==> src/rtl/conv_sched_ctrl.sv <==
// Convolution scheduler: loads NUM_K operand words and then walks every
// (kernel, row, column) output coordinate, stalling whenever the output FIFO is full.
module conv_sched_ctrl #(
  parameter int NUM_K = 6,
  parameter int OSZ   = 5
) (
  input  logic       clk,
  input  logic       rst_n,
  input  logic       ld_valid,
  output logic       ld_ready,
  output logic       buf_we,
  output logic [2:0] buf_waddr,
  input  logic       fifo_full,
  output logic       fifo_winc,
  output logic [2:0] eng_k,
  output logic [2:0] eng_y,
  output logic [2:0] eng_x,
  output logic       busy,
  output logic       done
);

  typedef enum logic [1:0] {S_LOAD, S_COMPUTE, S_DONE} state_t;

  localparam logic [2:0] K_LAST = 3'(NUM_K - 1);
  localparam logic [2:0] C_LAST = 3'(OSZ - 1);

  state_t     state_q, state_d;
  logic [2:0] load_cnt_q, load_cnt_d;
  logic [2:0] k_q, k_d, y_q, y_d, x_q, x_d;
  logic       accept, issue;

  assign ld_ready  = (state_q == S_LOAD);
  assign accept    = ld_valid && ld_ready;
  assign buf_we    = accept;
  assign buf_waddr = load_cnt_q;
  assign issue     = (state_q == S_COMPUTE) && !fifo_full;
  assign fifo_winc = issue;
  assign busy      = (state_q == S_COMPUTE);
  assign done      = (state_q == S_DONE);
  assign eng_k     = k_q;
  assign eng_y     = y_q;
  assign eng_x     = x_q;

  always_comb begin
    state_d    = state_q;
    load_cnt_d = load_cnt_q;
    k_d        = k_q;
    y_d        = y_q;
    x_d        = x_q;
    case (state_q)
      S_LOAD: begin
        if (accept) begin
          if (load_cnt_q == K_LAST) begin
            load_cnt_d = 3'd0;
            state_d    = S_COMPUTE;
          end else begin
            load_cnt_d = load_cnt_q + 3'd1;
          end
        end
      end
      S_COMPUTE: begin
        // x is the fastest coordinate, k the slowest; the final wrap ends the frame.
        if (issue) begin
          if (x_q != C_LAST) begin
            x_d = x_q + 3'd1;
          end else begin
            x_d = 3'd0;
            if (y_q != C_LAST) begin
              y_d = y_q + 3'd1;
            end else begin
              y_d = 3'd0;
              if (k_q != K_LAST) begin
                k_d = k_q + 3'd1;
              end else begin
                k_d     = 3'd0;
                state_d = S_DONE;
              end
            end
          end
        end
      end
      S_DONE:  state_d = S_LOAD;
      default: state_d = S_LOAD;
    endcase
  end

  always_ff @(posedge clk or negedge rst_n) begin
    if (!rst_n) begin
      state_q    <= S_LOAD;
      load_cnt_q <= 3'd0;
      k_q        <= 3'd0;
      y_q        <= 3'd0;
      x_q        <= 3'd0;
    end else begin
      state_q    <= state_d;
      load_cnt_q <= load_cnt_d;
      k_q        <= k_d;
      y_q        <= y_d;
      x_q        <= x_d;
    end
  end

endmodule

==> config.mk <==
export PLATFORM = sky130hd
export DESIGN_NAME = conv_sched_ctrl
export DESIGN_NICKNAME = d
export VERILOG_FILES = /design/src/rtl/conv_sched_ctrl.sv
export SDC_FILE = /design/constraint.sdc
export NUM_CORES = 1
export LEC_CHECK = 0
export CAP_MARGIN = 5
export CORE_ASPECT_RATIO = 0.75
export CORE_MARGIN = 2
export CORE_UTILIZATION = 36
export CTS_BUF_LIST = sky130_fd_sc_hd__clkbuf_4
export DETAILED_ROUTE_END_ITERATION = 10
export GPL_TIMING_DRIVEN = 0
export PLACE_DENSITY_LB_ADDON = 0.08
export SKIP_CTS_REPAIR_TIMING = 1
export SLEW_MARGIN = 20
export SYNTH_ARGS = -nofsm -noshare
export SYNTH_HDL_FRONTEND = slang
export SYNTH_SLANG_ARGS = --single-unit
export TNS_END_PERCENT = 30
==> constraint.sdc <==
create_clock -name clk -period 2.05 [get_ports clk]
set_input_delay 0.615 -clock clk [delete_from_list [all_inputs] [get_ports clk]]
set_output_delay 0.615 -clock clk [all_outputs]
set_load 0.03 [all_outputs]
; ---- Word-level counts from Yosys, hierarchy flattened
; Cells that the tools add are included.
[classes]
n_addsub = 4
n_eq_ne = 12
n_mux = 11
bitwise_logic = 2
reduce_logical = 9
[op_table]
columns = op, count
row1 = 3-bit by 1-bit adder with 3-bit output (second input constant), 4
row2 = 2-bit 2-to-1 mux, 6
row3 = 3-bit 2-to-1 mux, 4
row4 = 3-bit inequality test (second input constant), 3
row5 = 2-bit inequality test (second input constant), 4
row6 = 6-bit AND reduction, 1
row7 = 2-bit by 1-bit inequality test with 1-bit output (second input constant), 2
row8 = 2-bit one-hot mux with 2 select lines, 1
row9 = 2-bit AND reduction, 2
row10 = 4-bit AND reduction, 1
row11 = 3-bit == test (second input constant), 1
row12 = 3-bit AND reduction, 1
row13 = 2-bit by 1-bit == test with 1-bit output (second input constant), 1
row14 = 2-bit == test (second input constant), 1
row15 = 1-bit logical AND, 2
row16 = 2-bit logical NOT, 1
row17 = 1-bit inverter, 2
row18 = 1-bit logical NOT, 1
[totals]
regBits = 14
input_bits = 4
output_inout_bits = 17
elab_cells = 43

; ---- Logic depth before layout (Yosys ltp)
[depth]
ltp_word = 6
depth_mapped = 5
ltp_nobuf = 5

; ---- Worst setup path after synthesis
; OpenSTA, ideal clock, no wires.
[synth_path]
path_type = input to output
start = in fifo_full
end = out fifo_winc
arrival_ps = 1570
required_ps = 1435
slack_ps = -135
path_stages = 1
path_buffers = 0
cell_sequence = nor3b_1
[synth_via]
elab_chain_cells = 2
[synth_rtl]
columns = element, line_no
row1 = start: declaration, 13  ; input logic fifo_full,
row2 = 1-bit logical NOT, 36  ; assign issue = (state_q == S_COMPUTE) && !fifo_full;
row3 = 1-bit logical AND, 36
row4 = end: declaration, 14  ; output logic fifo_winc,
; Every way passes these cells.

; ---- Final worst setup path
; Ends and elaborated chain as after synthesis.

==> out/qor.yml <==
hold_path.class: "reg2reg"
grt_usage: 0.134
critPathRequiredTime_ns: 1.43
fin_crit_ns: 2.21
first_global_vias: 523
final_core_util: 0.561
setup_viol_count_final: 1
clock_path_buffers: 2
r2r-start: "eng_x[0]"
combPwrFrac: 0.547
cp.arrival_ns: 1.60
swShare: 0.444
fmax_ghz: 0.452
hpwl_mm: 1.06
drc: 0
numCtsBuffers: 3
p_int_w: 0.000738
synthTopCellsByArea: "dfrtp_1 (49%), ha_1 (7.0%), o21ai_0 (4.9%)"
yosysTopAreaCell: "dfrtp_1"
outcome: "finished with violations"
skew_ns: 0.00164
p_leak_nw: 0.560
max_stage_delay_ns: 0.50
ant_nets: 0
postPlaceCellArea_sq_um: 952
routed-via-count: 603
die_w_um: 55.6
hp-start: "buf_waddr[0]"
relSlewSlack: 0.563
critical_path_depth: 3
wl_mm: 1.50
portBuffers: 20
endpoint_kind: "output pin"
die_h_um: 42.7
antenna_found_initial: 0
htreeDepth: 1
avgViaCountPerCell: 5.11
worstHoldEndpoint: "buf_waddr[0]"
worst_r2r_endpoint: "eng_k[1]"
hold_viol: 0
synth_ff_type: "dfrtp_1"
synthCells: 71
crit_type: "in2out"
netlist.area_leader.share: 0.487
powerDensity_nw_per_um2: 1310
cts_tree: "built"
cp_cell_sequence: "clkdlybuf4s50_1, nor3b_4, buf_6"
diodes: 0
ys.warnings.count: 0
switching_power_w: 0.000589
grt-ovfl-total: 0
die-area_sq_um: 2380
cts-root-buf: "clkbuf_4"
core_area_sq_um: 1810
synth-edff-count: 0
r2r_cells: 5
synth_cell_type_count: 27
yosysSeqAreaShare: 0.487
setup_ws_ns: -0.163
rows: 13
synthToLayoutAreaGrowth_pct: 40.7
seqPwrFrac: 0.335
drive_gt1_frac: 0.177
gp_congestion: 0.696
async_reset_ff_frac: 1.00
finalMaxSlewViolations: 0
cp_max_fo: 4
failed_checks: "negative setup slack"
syn_area_per_cell_sq_um: 10.1
synth_area_sq_um: 719
initial_core_util: 0.398
path_clk_slew_ns: 0.08
clk_latency_ns: 0.28
fin_area_sq_um: 1010
crit_path_start_kind: "input port"
hold_slack_ns: 0.519
cap_viol_max_count: 0
grt_pass1_wl_mm: 2.35
first_pass_iters: 4
drt_iter0_markers: 8
clkSinkCount: 14
avgRoutedWirePerCell_um: 12.7
cp_slowest_cell: "clkdlybuf4s50_1"
syn_nets: 79
hold_path_depth: 1
ir_drop_v: 0.000988
crit_family: "buffers and inverters"
r2r_slack_ns: 0.31
worstMarginPinSlew_ns: 0.653
ios: 21
grt_max_degree: 15
nets: 106
critical_path_buf_inv_count: 2
synth-seq-cells: 14
rsz0062_at_grt: "yes"
fin_crit_sh: 1.08
clkPwrFrac: 0.117
==> per-layer routing <==
layer	part of all wire	vias up	wire, um	track usage
li1	-	300	-	-
met1	0.49	285	739	0.173
met2	0.44	16	653	0.202
met3	0.065	2	98	0.0640
met4	0.0047	0	7	0.0293
met5	0	-	0	0
==> worst max-delay path by stage <==
stage                    start         to  slack (ns)
CTS                  fifo_full  fifo_winc       -0.74
global route         fifo_full  fifo_winc       -0.21
detailed placement   fifo_full  fifo_winc       -0.74
floorplan           state_q[0]     buf_we        0.16
finish               fifo_full  fifo_winc       -0.16
global placement     fifo_full  fifo_winc       -0.74
==> cells in the mapped netlist, drive strengths merged (2+ instances only) <==
master / count
xor2: 2
nand2: 6
o31ai: 2
inv: 6
nand2b: 2
mux2: 2
nor3: 3
ha: 4
nor2: 6
nand3: 2
dfrtp: 14
o21ai: 7
==> through the flow <==
step	setup WS, ns	setup TNS, ns	std cells	power [W]
CTS	-0.738	-1.92	116	0.00133
detailed placement	-0.737	-1.66	113	0.00116
finish	-0.163	-0.163	118	0.00133
global placement	-0.743	-1.59	113	0.00116
floorplan	0.159	0	71	0.000889
global route	-0.214	-0.214	118	0.00143
==> sequential cells by signal (all words and copies together), names as in the netlist <==
signal and cells:
eng_x 3, eng_k 3, state_q 2, buf_waddr 3, eng_y 3
==> cell usage in the layout, fill, tap and decap left out, drive strengths merged, types with 2 or more instances in the layout <==
| cell type | Yosys | routed |
|---|---|---|
| buf | 1 | 5 |
| clkbuf | 0 | 4 |
| clkdlybuf4s50 | 0 | 9 |
| dfrtp | 14 | 14 |
| dlymetal6s2s | 0 | 8 |
| ha | 4 | 4 |
| inv | 6 | 6 |
| mux2 | 2 | 2 |
| nand2 | 6 | 6 |
| nand2b | 2 | 2 |
| nand3 | 2 | 2 |
| nor2 | 6 | 6 |
| nor3 | 3 | 3 |
| o21ai | 7 | 7 |
| o31ai | 2 | 2 |
| xor2 | 2 | 2 |
==> logic make-up (layout without fill, tap and decap cells) <==
kind of cell	Yosys count	count (layout)	synth area share
fa+ha+maj	4	4	0.0696
flops	14	14	0.487
compound gates	12	12	0.101
buf+inv	7	32	0.0470
simple gates	29	29	0.226
xor+xnor	2	2	0.0244
mux	3	3	0.0452
==> final cells by class <==
cell class	instances	area, sq um
tap	22	27.5
inverter	6	22.5
sequential	14	350
buffer	1	11.3
timing repair buffer	22	229
clock buffer	3	22.5
fill	161	793
multi-input combinational	50	349
==> power groups by stage <==
stage                     logic [W]  clock network [W]  registers (W)
after global routing       0.000789           0.000180       0.000462
after detailed placement   0.000715                  0       0.000449
after CTS                  0.000716           0.000166       0.000445
final                      0.000727           0.000156       0.000445
after global placement     0.000707                  0       0.000449
after floorplan            0.000316                  0       0.000572
No activity file was read; power rests on OpenSTA's default activity.
